**src/rtl/eic_multi_channel.sv**
```systemverilog
// N-channel external interrupt controller: input synchronisers, edge/level pending bits,
// masked priority arbitration and a request/service handshake. Optional macro: EIC_ROUND_ROBIN_EN.
module eic_multi_channel #(
  parameter int unsigned NUM_CH      = 8,
  parameter int unsigned ID_W        = 3,
  parameter int unsigned SYNC_STAGES = 2,
  localparam int unsigned DATA_W     = 32
) (
  input  logic              Sys_Clock,
  input  logic              Sys_Reset,
  input  logic [NUM_CH-1:0] Irq_In,
  input  logic              IO_EnR,
  input  logic              IO_EnW,
  input  logic [1:0]        IO_Addr,
  input  logic [DATA_W-1:0] IO_DataW,
  output logic [DATA_W-1:0] IO_DataR,
  output logic              EIC_I_Req,
  output logic [ID_W-1:0]   EIC_I_Id,
  input  logic              EIC_I_Ack
);

  typedef enum logic [1:0] {IDLE = 2'd0, REQ = 2'd1, SVC = 2'd2} state_t;

  state_t            state, state_nxt;
  logic [NUM_CH-1:0] sync_q [SYNC_STAGES];
  logic [NUM_CH-1:0] s, s_d, rise, pend, mask, mode, cand, pend_nxt, w1c, ack_clr;
  logic [ID_W-1:0]   win, insvc, insvc_nxt, id_nxt;
  logic              req_nxt, wr_pend, wr_mask, wr_mode, eoi;
  logic [DATA_W-1:0] rd_mux;

  // Input synchronisers plus one extra stage for edge detection
  always_ff @(posedge Sys_Clock or posedge Sys_Reset) begin
    if (Sys_Reset) begin
      for (int k = 0; k < int'(SYNC_STAGES); k++) sync_q[k] <= '0;
      s_d <= '0;
    end else begin
      sync_q[0] <= Irq_In;
      for (int k = 1; k < int'(SYNC_STAGES); k++) sync_q[k] <= sync_q[k-1];
      s_d <= s;
    end
  end

  assign s       = sync_q[SYNC_STAGES-1];
  assign rise    = s & ~s_d;
  assign wr_pend = IO_EnW && (IO_Addr == 2'd0);
  assign wr_mask = IO_EnW && (IO_Addr == 2'd1);
  assign wr_mode = IO_EnW && (IO_Addr == 2'd2);
  assign eoi     = IO_EnW && (IO_Addr == 2'd3);
  assign w1c     = wr_pend ? IO_DataW[NUM_CH-1:0] : '0;
  assign cand    = pend & mask;

  always_comb begin
    ack_clr = '0;
    for (int i = 0; i < int'(NUM_CH); i++)
      ack_clr[i] = (state == REQ) && EIC_I_Ack && (EIC_I_Id == ID_W'(i));
  end

  // Edge channels: set beats clear; level channels follow the synchronised line
  assign pend_nxt = (mode & (rise | (pend & ~(w1c | ack_clr)))) | (~mode & s);

`ifdef EIC_ROUND_ROBIN_EN
  logic [ID_W-1:0] ptr, win_hi, win_lo;
  logic            hi_any;

  always_ff @(posedge Sys_Clock or posedge Sys_Reset) begin
    if (Sys_Reset)                         ptr <= ID_W'(NUM_CH - 1);
    else if ((state == REQ) && EIC_I_Ack)  ptr <= EIC_I_Id;
  end

  // First candidate above the pointer, else wrap to the lowest candidate
  always_comb begin
    win_hi = '0;
    win_lo = '0;
    hi_any = 1'b0;
    for (int i = int'(NUM_CH) - 1; i >= 0; i--) begin
      if (cand[i]) win_lo = ID_W'(i);
      if (cand[i] && (ID_W'(i) > ptr)) begin
        win_hi = ID_W'(i);
        hi_any = 1'b1;
      end
    end
    win = hi_any ? win_hi : win_lo;
  end
`else
  always_comb begin
    win = '0;
    for (int i = int'(NUM_CH) - 1; i >= 0; i--)
      if (cand[i]) win = ID_W'(i);
  end
`endif

  always_comb begin
    state_nxt = state;
    req_nxt   = 1'b0;
    id_nxt    = EIC_I_Id;
    insvc_nxt = insvc;
    case (state)
      IDLE: if (|cand) begin
        state_nxt = REQ;
        req_nxt   = 1'b1;
        id_nxt    = win;
      end
      REQ: if (EIC_I_Ack) begin
        state_nxt = SVC;
        insvc_nxt = EIC_I_Id;
      end else begin
        req_nxt = 1'b1;
      end
      SVC: if (eoi) state_nxt = IDLE;
      default: state_nxt = IDLE;
    endcase
  end

  always_comb begin
    rd_mux = '0;
    case (IO_Addr)
      2'd0: rd_mux[NUM_CH-1:0] = pend;
      2'd1: rd_mux[NUM_CH-1:0] = mask;
      2'd2: rd_mux[NUM_CH-1:0] = mode;
      default: begin
        rd_mux[DATA_W-1]   = (state == SVC);
        rd_mux[DATA_W-2]   = (state == REQ);
        rd_mux[ID_W-1:0]   = insvc;
      end
    endcase
  end

  always_ff @(posedge Sys_Clock or posedge Sys_Reset) begin
    if (Sys_Reset) begin
      state     <= IDLE;
      EIC_I_Req <= 1'b0;
      EIC_I_Id  <= '0;
      insvc     <= '0;
      pend      <= '0;
      mask      <= '0;
      mode      <= '0;
      IO_DataR  <= '0;
    end else begin
      state     <= state_nxt;
      EIC_I_Req <= req_nxt;
      EIC_I_Id  <= id_nxt;
      insvc     <= insvc_nxt;
      pend      <= pend_nxt;
      if (wr_mask) mask <= IO_DataW[NUM_CH-1:0];
      if (wr_mode) mode <= IO_DataW[NUM_CH-1:0];
      if (IO_EnR)  IO_DataR <= rd_mux;
    end
  end

  // Write-data bits above the channel count carry no meaning
  if (NUM_CH < DATA_W) begin : g_unused
    logic unused_dataw;
    assign unused_dataw = ^IO_DataW[DATA_W-1:NUM_CH];
  end

endmodule
```
**config.mk**
```make
export PLATFORM = sky130hd
export DESIGN_NAME = eic_multi_channel
export DESIGN_NICKNAME = d
export VERILOG_FILES = /design/src/rtl/eic_multi_channel.sv
export SDC_FILE = /design/constraint.sdc
export NUM_CORES = 1
export LEC_CHECK = 0
export CAP_MARGIN = 5
export CORE_ASPECT_RATIO = 1.25
export CORE_MARGIN = 4
export CORE_UTILIZATION = 42
export CTS_CLUSTER_DIAMETER = 120
export DETAILED_ROUTE_END_ITERATION = 8
export GPL_TIMING_DRIVEN = 0
export PLACE_DENSITY = 0.75
export SLEW_MARGIN = 20
export SYNTH_ARGS = -nofsm -noshare
export SYNTH_HDL_FRONTEND = slang
export SYNTH_SLANG_ARGS = --single-unit
```
**constraint.sdc**
```tcl
create_clock -name Sys_Clock -period 1.9 [get_ports Sys_Clock]
set_input_delay 0.38 -clock Sys_Clock [delete_from_list [all_inputs] [get_ports Sys_Clock]]
set_output_delay 0.38 -clock Sys_Clock [all_outputs]
set_load 0.05 [all_outputs]
```
==> reports/qor.txt, run 1 <==
Outcome = complete, no violations
Synthesis-to-finish area growth = 25.9%
I/O pins = 83
Largest net degree at the start of global routing = 35
Worst path cell trace = clkdlybuf4s50_1
Synth Area in Compound Gates = 0.101
IO Port Bufs = 35
Synth Area in Simple Gates = 0.0925
Antenna diodes = 0
# DRC = 0
Seq/Total Area, Yosys = 0.593
Synth Register Bits = 67
Cell Rows = 33
Synth area leaders = dfrtp_1, mux2_2, buf_4
First-pass GRT wire length = 8.94 mm
Initial core utilization = 0.431
Core area = 6570 um2
Die H = 99.7 um
Inserted Clock Buffers = 9
Total of warnings raised by yosys = 0
Tot GR Track Use = 0.148
FMAX = 0.541 GHz
Adder-cell share of the synthesized area = 0
Delay-heaviest family, CP = buffers and inverters
Routability Congestion = 0.807
Post-Synth XOR/XNOR Area = 0
Register area = 1680 um2
Slew Viols, Final = 0
Total grt overflow = 0
Synthesized area = 2830 um2
Final Hold Viols = 0
Dpl hpwl = 3.94 mm
Worst hold-check path type = reg2reg
Routed WL per cell = 13.9 um
Worst Path Buf+Inv = 1
Fin util = 0.542
Min Clock Period, post-route = 1850 ps
Yosys top cell area share = 0.593
Crit-path slowest cell = clkdlybuf4s50_1
Clk_lat worst skew = 330 ps
Syn_area_per_cell = 12.6 um2
Most numerous cell in the Yosys netlist = dfrtp_1
Crit path max fanout = 2
Clock Skew = 4.07 ps
Nets = 340
Die Width = 81.4 um
Cell taking the most area after synthesis = dfrtp_1
Worst Setup Start Kind = register
Crit path capture type = primary output
CTS tree = built
Synthesized instance count = 225
Via count = 1,834
Most common library cells after synthesis = dfrtp_1, nand2_1, mux2_2, buf_4, a21oi_1
Unrepaired setup endpoints after global routing = false
Clock-pin slew on the worst setup and hold paths = 60 ps
Vias/cell = 4.79
Primary FF master, synth = dfrtp_1
Vias in the first global route = 1,870
Largest family of logic cells by synthesized area = multiplexers
Initial antenna violation count = 0
Final period utilization = 0.972
Worst r2r src = state[1]
Clk sinks = 67
First DRT Iteration DRCs = 123
Finish-stage setup viols = 0
Static leakage = 1.73 nW
Pwr dens = 1190 nW/um2
H-tree levels = 3
Total die area = 8110 um2
Critical path startpoint = IO_DataR[2]
Post-synth ARST share = 1.00
Critical Path Stages = 1
Clock Tree Root = clkbuf_8
WL final = 5.33 mm
Worst path arrival time = 1470 ps
VDD IR max = 0.480 mV
Post-synthesis mux area share = 0.140
WS Path Type = reg2out
Crit path to = IO_DataR[2]
Worst path max stage delay = 800 ps
EDFF count, synth = 0
Routed Antenna Nets = 0
Reg-to-Reg End = pend[7]
Share of layout cells above drive strength 1 = 0.233
R2r setup slk = 300 ps
Worst R2R Path Depth = 4
CP required = 1520 ps
Fin Hold WS = 348 ps
Fillers = 565
Setup TNS = 0 ps
Max_cap viols = 0
Synth unique cells = 33
Clock tree buffer depth = 2
Actual slew at the worst max-slew pin = 736 ps
Worst slew margin = 0.509
Footprint of the multi-input gates = 1030 um2
DRT Pass-1 Iters = 4
[worst min-delay path by stage]
stage	cells after the start	startpoint	end	slack, ps
finish	0	sync_q[9]	s[1]	350
global route	0	sync_q[14]	s[6]	360
CTS	0	sync_q[9]	s[1]	350
detailed placement	0	sync_q[9]	s[1]	330
global placement	0	sync_q[15]	s[7]	330
floorplan	0	sync_q[8]	s[0]	330
[where the power goes]
group	leakage [nW]	switching, mW	total, mW	internal (mW)
combinational	0.849	0.776	1.28	0.503
sequential	0.793	0.249	1.94	1.69
clock	0.0908	0.481	1.00	0.523
[cells by family (layout without fill, tap and decap cells)]
logic type	Yosys count	after routing
other	1	22
muxes	32	32
and+or+nand+nor	53	53
buffers and inverters	29	79
AOI/OAI and AO/OA	43	43
DFF	67	67
[registers in the layout, indices dropped and copies added, names as in the netlist, 2 cells and up]
register / flops
IO_DataR: 10
mask: 8
mode: 8
pend: 8
s: 8
s_d: 8
sync_q: 8
EIC_I_Id: 3
insvc: 3
state: 2
[placed cells by master (no fill, tap or decap), types with 7 or more instances in the layout]
cell / instances
dfrtp_1: 67
nand2_1: 26
mux2_2: 24
buf_4: 23
clkdlybuf4s50_1: 23
conb_1: 22
a21oi_1: 16
nor2_1: 15
clkbuf_8: 11
a21o_1: 7
dlygate4sd2_1: 7
[layer usage]
layer	wire length, um	track usage	vias up
met5	0	0	-
met4	135	0.103	0
met3	311	0.0353	10
met2	2800	0.236	55
met1	2080	0.174	879
li1	-	-	890
[per-stage QoR]
| stage | total power, mW | setup slack, ps | instances | instance area [um2] |
|---|---|---|---|---|
| 2_1_floorplan | 2.86 | 517 | 246 | 2910 |
| 3_3_place_gp | 3.24 | -104 | 368 | 3370 |
| 3_5_place_dp | 3.29 | -104 | 369 | 3390 |
| 4_1_cts | 4.28 | 4.12 | 383 | 3550 |
| 5_1_grt | 4.47 | 13.0 | 383 | 3560 |
| 6_report | 4.22 | 52.5 | 383 | 3560 |
[cell type report]
| cell class | instances | area share |
|---|---|---|
| sequential | 67 | 0.471 |
| multi-input combinational | 150 | 0.288 |
| timing repair buffer | 36 | 0.105 |
| buffer | 26 | 0.0538 |
| clock buffer | 11 | 0.0425 |
| tap | 87 | 0.0306 |
| clock inverter | 3 | 0.00422 |
| inverter | 3 | 0.00422 |
[what timing repair did]
item / in CTS / in global routing
setup endpoints to repair: 7 / 5
hold buffers: 0 / 0
setup buffers: 0 / 0
gates resized for setup: 7 / 5
No activity file was read; power rests on OpenSTA's default activity.
==> inputs of run 2 (changes only) <==
--- a/config.mk
+++ b/config.mk
@@ -13,6 +13,8 @@
 export DETAILED_ROUTE_END_ITERATION = 8
 export GPL_TIMING_DRIVEN = 0
 export PLACE_DENSITY = 0.75
+export REMOVE_ABC_BUFFERS = 1
+export SKIP_CTS_REPAIR_TIMING = 1
 export SLEW_MARGIN = 20
 export SYNTH_ARGS = -nofsm -noshare
 export SYNTH_HDL_FRONTEND = slang
==> run 2 against run 1 <==
Effect of this change: sequential share of layout area up 1.7 points; global-route usage shrank 0.70 points; cell area is 3.5% lower; sequential cell count did not move; largest power group unchanged.
==> reports/qor.txt, run 2 (synthesis results as in run 1) <==
DRT Pass-1 Iters = 4
Worst Path Buf+Inv = 1
Core area = 6570 um2
Max_cap viols = 0
Largest net degree at the start of global routing = 46
Dpl hpwl = 3.86 mm
# DRC = 0
Via count = 1,745
Routed Antenna Nets = 0
Nets = 315
Critical Path Stages = 1
Power Total = 4.35 mW
CTS tree = built
Most common cell after layout, fill and taps aside = dfrtp_1
Inserted Clock Buffers = 9
Crit path max fanout = 2
Finish-stage setup viols = 0
Clk_lat worst skew = 330 ps
Delay-heaviest family, CP = buffers and inverters
Largest register FFs = 10
I/O pins = 83
WS Path Type = reg2out
Initial antenna violation count = 0
R2r setup slk = 220 ps
Tot GR Track Use = 0.141
First-pass GRT wire length = 8.58 mm
Crit-path slowest cell = clkdlybuf4s50_1
Share of layout cells above drive strength 1 = 0.168
Comb power frac = 0.293
NetSw = 1.52 mW
Worst slew margin = 0.481
Reg with most FFs = IO_DataR
Total die area = 8110 um2
Internal = 2.83 mW
Routability Congestion = 0.833
Worst r2r src = state[1]
Antenna diodes = 0
Switching Fraction = 0.350
Final period utilization = 0.974
Clk sinks = 67
Fin Hold WS = 347 ps
Crit path capture type = primary output
Die H = 99.7 um
H-tree levels = 3
Outcome = complete, no violations
Static leakage = 1.69 nW
Clock-pin slew on the worst setup and hold paths = 70 ps
Synthesis-to-finish area growth = 21.5%
Vias/cell = 4.85
Actual slew at the worst max-slew pin = 777 ps
Slew Viols, Final = 0
Worst Setup Start Kind = register
FMAX = 0.540 GHz
Vias in the first global route = 1,788
Cell Rows = 33
Routed WL per cell = 14.5 um
Clock tree buffer depth = 2
VDD IR max = 0.669 mV
Total grt overflow = 0
Reg power frac = 0.445
Worst hold-check path type = in2async
Initial core utilization = 0.431
Worst path max stage delay = 800 ps
Unrepaired setup endpoints after global routing = false
Min Clock Period, post-route = 1850 ps
Clock Skew = 4.56 ps
Commonest non-fill, non-tap cells in the layout = dfrtp_1, nand2_1, mux2_2, conb_1, clkdlybuf4s50_1
IO Port Bufs = 36
Pwr dens = 1270 nW/um2
Worst R2R Path Depth = 4
CP required = 1520 ps
Worst path arrival time = 1470 ps
Reg-to-Reg End = pend[7]
WL final = 5.21 mm
Fin util = 0.523
Die Width = 81.4 um
First DRT Iteration DRCs = 99
Worst path cell trace = clkdlybuf4s50_1
Final Hold Viols = 0
Clock share of power = 0.262
Clock Tree Root = clkbuf_8
## run 2: power groups by stage
stage	logic (mW)	clock network [mW]	registers [mW]
after detailed placement	1.29	0	1.96
after CTS	1.30	1.18	1.93
final	1.27	1.14	1.94
after global placement	1.26	0	1.95
after global routing	1.38	1.24	1.98
after floorplan	0.612	0	2.20
## run 2: metal layers
| layer | vias to the layer above | share of wire | global-route usage |
|---|---|---|---|
| met5 | - | 0 | 0 |
| met4 | 0 | 0.029 | 0.0754 |
| met3 | 11 | 0.063 | 0.0444 |
| met2 | 45 | 0.50 | 0.219 |
| met1 | 850 | 0.41 | 0.174 |
| li1 | 839 | - | - |
## run 2: final cells by class
cell class | instances | area (um2)
tap | 87 | 109
fill | 550 | 3130
inverter | 3 | 13.8
clock inverter | 5 | 52.6
sequential | 67 | 1680
timing repair buffer | 37 | 415
clock buffer | 11 | 141
multi-input combinational | 150 | 1030
## run 2: worst max-delay path by stage
stage | from | endpoint | slack (ps)
after floorplan | Sys_Reset | EIC_I_Id[0] | -160
after global placement | Sys_Reset | IO_DataR[7] | -1240
after detailed placement | IO_Addr[0] | IO_DataR[2] | -460
after CTS | EIC_I_Id[1] | EIC_I_Id[1] | -210
after global routing | IO_DataR[0] | IO_DataR[0] | 9
final | IO_DataR[0] | IO_DataR[0] | 50
## run 2: metrics by stage
step                worst slack [ps]  area (um2)  setup TNS (ps)  cells
floorplan                       -163        2710          -10930    220
global placement               -1240        3180          -91920    343
detailed placement              -456        3210           -9690    344
CTS                             -207        3400            -561    360
global route                    9.27        3430               0    360
finish                          48.7        3430               0    360
==> inputs of run 3 (changes only) <==
--- a/config.mk
+++ b/config.mk
@@ -7,12 +7,11 @@
 export LEC_CHECK = 0
 export CAP_MARGIN = 5
 export CORE_ASPECT_RATIO = 1.25
-export CORE_MARGIN = 4
-export CORE_UTILIZATION = 42
+export CORE_UTILIZATION = 45
 export CTS_CLUSTER_DIAMETER = 120
 export DETAILED_ROUTE_END_ITERATION = 8
 export GPL_TIMING_DRIVEN = 0
-export PLACE_DENSITY = 0.75
+export PLACE_DENSITY = 0.77
 export REMOVE_ABC_BUFFERS = 1
 export SKIP_CTS_REPAIR_TIMING = 1
 export SLEW_MARGIN = 20
==> constraint.sdc (replaced) <==
create_clock -name Sys_Clock -period 1.8 [get_ports Sys_Clock]
set_input_delay 0.36 -clock Sys_Clock [delete_from_list [all_inputs] [get_ports Sys_Clock]]
set_output_delay 0.36 -clock Sys_Clock [all_outputs]
set_load 0.05 [all_outputs]
==> run 3 against run 2 <==
Effect of this change: combinational power is 6% higher; die area shrank 19%; highest routed layer unchanged; critical path type is now in2reg; cell area up 0.18%; global-route usage grew 3.6 points; sequential cell count did not move; via count grew 2.6%; routed wire length shrank 2.9%; clock power rose by 8%; critical path depth is 4 higher.
==> reports/qor.txt, run 3 (synthesis results as in run 1) <==
Routed WL per cell = 14.3 um
Reg with most FFs = IO_DataR
Core area = 5930 um2
Clock-pin slew on the worst setup and hold paths = 70 ps
Final setup margin = 99.7 ps
Unrepaired setup endpoints after global routing = false
Nets = 316
Antenna diodes = 0
CTS tree = built
Via count = 1,790
Final period utilization = 0.945
Dpl hpwl = 3.56 mm
Switching Fraction = 0.345
Total grt overflow = 0
H-tree levels = 3
Worst Setup Start Kind = input pin
Fin util = 0.580
Worst path arrival time = 1930 ps
Critical path startpoint = EIC_I_Ack
Post-Layout Cell Count = 355
Routed Antenna Nets = 0
I/O pins = 83
Routability Congestion = 0.830
Total die area = 6600 um2
Comb power frac = 0.292
Outcome = complete, no violations
Clk sinks = 67
Share of layout cells above drive strength 1 = 0.165
Setup TNS = 0 ps
Vias/cell = 5.04
Worst r2r src = state[1]
CP required = 2030 ps
Placed cells = 339
Clock tree buffer depth = 2
Crit path capture type = register
Clock share of power = 0.266
Pwr dens = 1340 nW/um2
Initial antenna violation count = 0
Min Clock Period, post-route = 1700 ps
Cell Rows = 31
Largest register FFs = 10
Initial core utilization = 0.476
Final Hold Viols = 0
NetSw = 1.59 mW
Synthesis-to-finish area growth = 21.7%
WL final = 5.06 mm
Clock Skew = 8.26 ps
Slew Viols, Final = 0
Die Width = 72.9 um
First-pass GRT wire length = 8.50 mm
WS Path Type = in2reg
Inserted Clock Buffers = 9
Worst hold-check path type = in2async
Reg power frac = 0.442
DRT Pass-1 Iters = 4
Largest net degree at the start of global routing = 41
Vias in the first global route = 1,749
Clock Tree Root = clkbuf_8
Power Total = 4.61 mW
Tot GR Track Use = 0.177
Most common cell after layout, fill and taps aside = dfrtp_1
Finish-stage setup viols = 0
Commonest non-fill, non-tap cells in the layout = dfrtp_1, nand2_1, mux2_2, conb_1, clkdlybuf4s50_1
Clk_lat worst skew = 340 ps
Die H = 90.6 um
Internal = 3.02 mW
Static leakage = 1.72 nW
Pre-CTS setup slack = -548 ps
IO Port Bufs = 36
VDD IR max = 0.604 mV
Actual slew at the worst max-slew pin = 832 ps
First DRT Iteration DRCs = 135
Max_cap viols = 0
# DRC = 0
FMAX = 0.588 GHz
Crit path max fanout = 6
Worst slew margin = 0.444
==> run 3: path summary, 6_finish.rpt <==
kind | end | slack [ps] | depth (start not counted)
max | pend[7] | 100 | 5
min | mask[2] | 340 | 2
max reg2reg | pend[7] | 130 | 4
min reg2reg | s[2] | 340 | 0
max in group asynchronous | mode[0] | 950 | 3
min in group Sys_Clock | s[2] | 340 | 0
==> run 3: cell type report <==
cell class / count / area, um2
multi-input cells: 150 / 1030
clock inverters: 2 / 35.0
fillers: 506 / 2490
flip-flops and latches: 67 / 1680
inverters: 3 / 13.8
repair buffers: 38 / 428
well taps: 82 / 103
clock buffers: 13 / 159
==> run 3: power groups by stage <==
stage	clock [mW]	combinational, mW	sequential, mW
finish	1.23	1.35	2.04
floorplan	0	0.646	2.32
CTS	1.26	1.36	2.04
global route	1.33	1.45	2.09
detailed placement	0	1.36	2.07
global placement	0	1.32	2.05
==> run 3: critical path, cell delays in order <==
cell             delay [ps]
clkdlybuf4s50_1         490
nand3b_1                230
nor2_1                  430
nand3_1                 190
a22o_1                  240
==> run 3: metrics by stage <==
stage | area, um2 | hold WS, ps
after floorplan | 2710 | 331
after global placement | 3180 | 332
after detailed placement | 3200 | 335
after CTS | 3390 | 341
after global routing | 3440 | 356
final | 3440 | 342
==> run 3: routing by layer <==
layer / global-route usage / share of wire / vias up
li1: - / - / 840
met1: 0.226 / 0.43 / 869
met2: 0.254 / 0.48 / 61
met3: 0.0469 / 0.041 / 20
met4: 0.134 / 0.042 / 0
met5: 0 / 0 / -
